<file path="config.mk">
export PLATFORM = sky130hd
export DESIGN_NAME = adrv9001_tdd_sched
export DESIGN_NICKNAME = d
export VERILOG_FILES = /design/src/rtl/adrv9001_tdd_sched.sv
export SDC_FILE = /design/constraint.sdc
export NUM_CORES = 1
export LEC_CHECK = 0
export ABC_CLOCK_PERIOD_IN_PS = 10900
export BUFFER_PORTS_ARGS = -buffer_cell sky130_fd_sc_hd__buf_2
export CORE_AREA = 2 2 204 206
export DETAILED_ROUTE_END_ITERATION = 10
export DIE_AREA = 0 0 206 208
export PLACE_DENSITY = 0.75
export SLEW_MARGIN = 20
export SYNTH_ARGS = -nofsm -noshare
export SYNTH_HDL_FRONTEND = slang
export SYNTH_SLANG_ARGS = --single-unit
</file>
<file path="constraint.sdc">
create_clock -name s_axi_aclk -period 10.9 [get_ports s_axi_aclk]
set_input_delay 0.545 -clock s_axi_aclk [delete_from_list [all_inputs] [get_ports s_axi_aclk]]
set_output_delay 0.545 -clock s_axi_aclk [all_outputs]
set_load 0.01 [all_outputs]
</file>
<file path="src/rtl/adrv9001_tdd_sched.sv">
// rtl/adrv9001_tdd_sched.sv - TDD frame scheduler driving ADRV9001 channel and SSI enables
module adrv9001_tdd_sched #(
    parameter int CNTR_W = 24,
    parameter int DLY_W  = 16
) (
    input  logic                s_axi_aclk,
    input  logic                s_axi_areset,
    input  logic                run,
    input  logic                abort,
    input  logic [CNTR_W-1:0]   frame_len,
    input  logic [15:0]         num_frames,
    input  logic [4*CNTR_W-1:0] en_on,
    input  logic [4*CNTR_W-1:0] en_off,
    input  logic [4*DLY_W-1:0]  ssi_dly,
    output logic [3:0]          ch_en,
    output logic [3:0]          ssi_en,
    output logic                busy,
    output logic                frame_strobe,
    output logic [15:0]         frame_cnt,
    output logic                done,
    output logic                cfg_err
);

    typedef enum logic [1:0] {IDLE, ARM, RUN, STOP} state_t;

    state_t              state;
    state_t              state_nxt;
    logic                run_q;
    logic [CNTR_W-1:0]   t;
    logic [CNTR_W-1:0]   len_s;
    logic [15:0]         nfr_s;
    logic [4*CNTR_W-1:0] on_s;
    logic [4*CNTR_W-1:0] off_s;
    logic [4*DLY_W-1:0]  dly_s;
    logic [DLY_W-1:0]    ssi_cnt [4];
    logic [3:0]          ch_en_nxt;
    logic                run_edge;
    logic                last_cycle;
    logic                last_frame;
    logic                frame_exit;

    assign run_edge   = run && !run_q;
    assign last_cycle = (t == len_s - CNTR_W'(1));
    // run is sampled live so a drop anywhere in the frame ends the sequence at its close
    assign last_frame = ((nfr_s != 16'd0) && (frame_cnt + 16'd1 == nfr_s)) || !run;
    assign frame_exit = (state == RUN) && last_cycle && last_frame;

    assign busy         = (state != IDLE);
    assign frame_strobe = (state == RUN) && (t == '0);
    assign done         = (state == STOP);

    // State register
    always_ff @(posedge s_axi_aclk) begin
        if (s_axi_areset) begin
            state <= IDLE;
        end else begin
            state <= state_nxt;
        end
    end

    // Next state and next channel enables; abort overrides every transition
    always_comb begin
        state_nxt = state;
        ch_en_nxt = '0;
        case (state)
            IDLE:    if (run_edge && (frame_len != '0)) state_nxt = ARM;
            ARM:     state_nxt = RUN;
            RUN:     if (frame_exit) state_nxt = STOP;
            STOP:    state_nxt = IDLE;
            default: state_nxt = IDLE;
        endcase
        if (abort) begin
            state_nxt = IDLE;
        end
        for (int ch = 0; ch < 4; ch++) begin
            ch_en_nxt[ch] = (state == RUN) && !frame_exit && !abort &&
                            (t >= on_s[ch*CNTR_W +: CNTR_W]) &&
                            (t <  off_s[ch*CNTR_W +: CNTR_W]);
        end
    end

    // Run-edge history, frame timer, frame counter, shadow config and start-rejection pulse
    always_ff @(posedge s_axi_aclk) begin
        if (s_axi_areset) begin
            run_q     <= 1'b0;
            t         <= '0;
            frame_cnt <= '0;
            cfg_err   <= 1'b0;
            len_s     <= '0;
            nfr_s     <= '0;
            on_s      <= '0;
            off_s     <= '0;
            dly_s     <= '0;
        end else begin
            run_q   <= run;
            cfg_err <= (state == IDLE) && run_edge && (frame_len == '0) && !abort;
            if (!abort) begin
                if (state == ARM) begin
                    len_s     <= frame_len;
                    nfr_s     <= num_frames;
                    on_s      <= en_on;
                    off_s     <= en_off;
                    dly_s     <= ssi_dly;
                    t         <= '0;
                    frame_cnt <= '0;
                end else if (state == RUN) begin
                    if (last_cycle) begin
                        t         <= '0;
                        frame_cnt <= frame_cnt + 16'd1;
                    end else begin
                        t <= t + CNTR_W'(1);
                    end
                end
            end
        end
    end

    // Registered channel enables and per-channel SSI settle counters (restart only on a rise)
    always_ff @(posedge s_axi_aclk) begin
        if (s_axi_areset) begin
            ch_en <= '0;
            for (int ch = 0; ch < 4; ch++) begin
                ssi_cnt[ch] <= '0;
            end
        end else begin
            ch_en <= ch_en_nxt;
            for (int ch = 0; ch < 4; ch++) begin
                if (ch_en_nxt[ch] && !ch_en[ch]) begin
                    ssi_cnt[ch] <= '0;
                end else if (ch_en[ch] && (ssi_cnt[ch] != dly_s[ch*DLY_W +: DLY_W])) begin
                    ssi_cnt[ch] <= ssi_cnt[ch] + DLY_W'(1);
                end
            end
        end
    end

    // SSI enable follows ch_en once the settle count has reached the programmed delay
    always_comb begin
        ssi_en = '0;
        for (int ch = 0; ch < 4; ch++) begin
            ssi_en[ch] = ch_en[ch] && (ssi_cnt[ch] == dly_s[ch*DLY_W +: DLY_W]);
        end
    end

endmodule
</file>
### Yosys cells after proc, flatten, opt, wreduce, memory -nomap -nowiden

Memories as Yosys holds them, arrays and structs flattened.
Index checks and enable logic that the tools add are counted.

* RAM bits: 64
* memories kept: 1
* register bits: 344
* bits of input ports: 300

Memories
* ssi_cnt: words 4, width 16, read ports 4, clocked after memory_dff 0, write ports 4, line 35 `logic [DLY_W-1:0] ssi_cnt [4];`

* add/subtract/negate cells: 7
* reductions and logical operators: 53
* muxes and demuxes: 47
* magnitude comparators: 8
* bitwise logic cells: 9
* equality and inequality tests: 15

Operator list (number)
* 16-bit two-way mux: 11
* 24-bit greater-or-equal comparator: 4
* 24-bit < comparator: 4
* 16-bit by 1-bit adder with 16-bit output, second input constant: 5
* 16-bit equality test: 5
* 24-bit two-way mux: 3
* 16-bit inequality test: 4
* 24-bit logical NOT: 2
* 1-bit logical AND: 31
* 1-bit two-way mux: 30
* 24-bit by 1-bit adder with 24-bit output, second input constant: 1
* 24-bit equality test: 1
* 24-bit nonzero test: 1
* 24-bit by 1-bit subtractor with 24-bit output, second input constant: 1
* 16-bit nonzero test: 1
* 1-bit logical NOT: 8
* 1-bit OR: 8
* 2-bit one-hot mux with 4 select lines: 1
* 2-bit AND reduction: 3
* 2-bit nonzero test: 3
* 2-bit equality test, second input constant: 2
* 2-bit two-way mux: 2
* 2-bit inequality test, second input constant: 2
* 3-bit AND reduction: 1
* 5 further kinds: 5

### Depth between registers and ports, before layout

* word-level depth: 16
* depth in mapped cells: 14
* mapped depth without buffers: 10

### Worst setup path after synthesis

OpenSTA, ideal clock, no wires.

* kind: flip-flop to flip-flop
* start point: register len_s[0]
* end point: memory ssi_cnt[3][0], enable pin
* slack: 6.383 ns
* cell stages (with the launch flop): 13
* setup time: 0.436 ns
* period minus slack after synthesis: 4.517 ns
* data arrival time: 4.081 ns
* cell sequence: dfxtp_1 -> clkbuf_1 -> inv_1 -> ha_1 -> clkbuf_2 -> or4b_2 -> nor4_1 -> o2111a_1 -> a2111oi_0 -> nand4_1 -> a2111o_1 -> nand2_1 -> o41ai_1

RTL lines
* start, declared: line 30 `logic [CNTR_W-1:0] len_s;`
* start signal, assigned: line 99 `len_s <= frame_len;`
* end, declared: line 35

### Worst setup path in the final report

* start point: register len_s[0]
* end point: register frame_cnt[0]

* cells in the longest elaborated chain, start to end: 4

RTL lines
* 24-bit by 1-bit subtractor with 24-bit output: line 43 `assign last_cycle = (t == len_s - CNTR_W'(1));`
* 24-bit equality test: line 43
* 2-bit nonzero test (no line)
* 3-bit AND reduction (no line)
* end signal, assigned: line 109 `frame_cnt <= frame_cnt + 16'd1;`
* end, declared: line 19 `output logic [15:0] frame_cnt,`

Every way passes these cells.
A chain may end at the register's enable or synchronous reset.

==> impl_metrics.toml <==
[clock_network]
clkTransAtPathRegs_ns = 0.06
clkSinkCount = 408
cts-htree-levels = 2
hold_buffers = 0
ctsResizeCount = 0
cts_made_buffers = 45
cts_tree = "done"
cts.root.buffer_cell = "clkbuf_16"
insertion_delay_ns = 0.58
clockBufferDepth = 3
post_cts_buffers = 0

[route]
firstDrtPassIters = 8
route.vias.total = 20400
postRouteAntennaNets = 0
finalWirelength_mm = 64.44
vias_per_cell = 5.615
first_iter_violations = 1429
drcViolationCount = 0
routedWlPerCell_um = 17.74

[sta]
finalClockSkew_ns = 0.01715
max_freq_mhz = 232.2
worst_slew_pin_slew_ns = 1.058
hold_violations = 0
finalMaxSlewViolations = 0
fin_hold_ws_ns = 0.1989
relSlewSlack_pct = 29.43
tns_ns = 0
period_share_pct = 39.52
rsz0062_at_grt = "no"
setup_viol = 0
fin_crit_ns = 4.308

[yosys]
ys_async_sr_fraction_pct = 0
synth_cells = 2805
synthTopCellsByArea = "dfxtp_1, ha_1, nand2_1"
synth_edf_count = 64
synth-seq-cells = 408
synth_common_cells = "nand2_1, a21oi_1, dfxtp_1"
ys_seq_area_share_pct = 39.30
synth.avg_cell_area_um2 = 7.990
ys_types = 69
syn_nets = 3306
yosys_warnings = 0
synth_top_family_by_area = "simple AND/OR/NAND/NOR gates"
yosys.area_share.simple_pct = 21.24
synth_top_area_cell = "dfxtp_1"
synth.cell_area_um2 = 22410
yosysMostFrequentCell = "nand2_1"
synth_fa_ha_area_share_pct = 11.22
yosysTopAreaCellShare_pct = 30.73
synth_compound_area_share_pct = 14.74
synth_xor_area_share_pct = 7.151
muxShareOfSynthArea_pct = 0.2289
ys.flop_type = "dfxtp_1"

[floorplanning]
die-area_um2 = 42850
core_um2 = 40550
die_w_um = 206
start_util_pct = 55.27
io_pins = 328
rows = 74
dieHeight_um = 208

[setup_path]
crit_type = "reg -> reg"
cp.depth = 10
reg2reg_depth = 10
worstSetupStartpointType = "register"
cp_slowest_cell = "a21oi_4"
endpoint_kind = "register"
worstPathMaxFanout = 25
slowest_delay_ns = 0.69
cp.required_ns = 11.37
worst-path-buf-inv = 1
path_cells = "inv_1, ha_1, or4b_2, nor4_1, a21oi_1, a2111oi_0, nand4_1, a211o_1, a21oi_4, mux2_2"
crit_family = "compound AO/OA/AOI/OAI gates"
arrival_ns = 4.78

[global_routing]
track_usage_pct = 29.60
antenna_found_initial = 0
use_met1_pct = 37.87
grt_max_degree = 258
met3_usage_pct = 3.979
grt-ovfl-total = 0
grt_use_met2_pct = 49.33
busiest_layer = "met2"
grt_pass1_vias = 19760
grt_pass1_wl_mm = 101.1

[pwr]
powerDensity_nw_per_um2 = 134.7
p_leak_uw = 0.01052
ir_drop_mv = 0.09055

[run_status]
status = "finished clean"

[cells_and_area]
post-route-cell-area_um2 = 26040
drive_gt1_share_pct = 14.48
diodes = 0
fillCellCount = 3554
nNetsFinal = 3567
syn_to_final_growth_pct = 16.20

[place]
place_hpwl_mm = 46.14
routabilityCongestion = 0.8958
dpl_cell_area_um2 = 24420
port_buffers = 327

[hold_path]
hp-class = "in -> reg"
min_path_cells = 3

[run]
maxCapViolCount = 0
power breakdown:
group,internal (µW),switching [µW]
clock,943,629
sequential,1570,40.0
combinational,136,191
worst reg2reg max path, delay by kind of cell (launching register included):
| kind | cells | cell delay [ns] |
|---|---|---|
| AOI/OAI and AO/OA | 4 | 1.78 |
| adders and majority gates | 1 | 0.36 |
| muxes | 1 | 0.40 |
| DFF | 1 | 0.38 |
| buffers and inverters | 1 | 0.09 |
| and+or+nand+nor | 3 | 1.19 |
cells in the final DEF, fill, tap and decap left out, types with 7 or more instances in the layout:
cell	instances
ha_1	201
xnor2_1	54
nand4_1	62
or4_1	7
nand2b_1	14
clkbuf_16	50
o21ai_0	50
o2111ai_1	7
nor2_1	123
inv_1	217
nor3_1	50
and3_1	24
a211oi_1	20
edfxtp_1	64
nand3_1	56
clkbuf_1	11
a22oi_1	10
buf_2	326
a21o_1	43
a21oi_1	358
or2_2	7
o211ai_1	16
clkbuf_8	9
nor2b_1	7
dfxtp_1	344
nand2_1	648
xor2_1	129
nor4_1	46
or3_1	12
buf_4	26
worst paths after layout:
check                  from            to  slack [ns]
setup / recovery   len_s[0]  frame_cnt[0]        6.59
hold reg to reg   off_s[45]     off_s[45]        0.45
setup reg to reg   len_s[0]  frame_cnt[0]        6.59
hold / removal    en_on[88]      on_s[88]        0.20
metrics by stage:
stage	util (%)	setup slack (ns)	power, µW	instances
finish	64.22	6.592	3508	3632
floorplan	-	6.383	1826	2805
CTS	64.00	6.357	3520	3629
detailed placement	60.22	6.383	1962	3548
global placement	60.22	6.425	1953	3548
global route	64.22	6.182	3626	3632
layer usage:
layer  part of all wire [%]  vias to the layer above
met5                      0                        -
met4                    4.5                        0
met3                    5.7                      156
met2                     47                      618
met1                     42                     9544
li1                       -                    10080
flip-flops by register name, indices dropped and copies added, names as in the netlist:
name / count
len_s: 24
off_s: 96
t: 24
on_s: 96
ssi_cnt: 64
cfg_err: 1
frame_cnt: 16
run_q: 1
dly_s: 64
ch_en: 4
state: 2
nfr_s: 16
cell type report:
cell class / instances / area, µm² / share of cell area, %
timing repair buffer: 357 / 1944 / 7.466
sequential: 408 / 8808 / 33.82
inverter: 218 / 818.3 / 3.142
tap: 532 / 665.6 / 2.556
clock inverter: 10 / 107.6 / 0.4132
clock buffer: 71 / 1424 / 5.467
multi-input combinational: 2036 / 12280 / 47.13
cell families after synthesis:
group / count (synthesis)
simple gates: 1080
compound gates: 567
flops: 408
buf+inv: 361
fa+ha+maj: 201
xor+xnor: 183
mux: 5
Note: power is estimated with default switching activity, not from simulation.
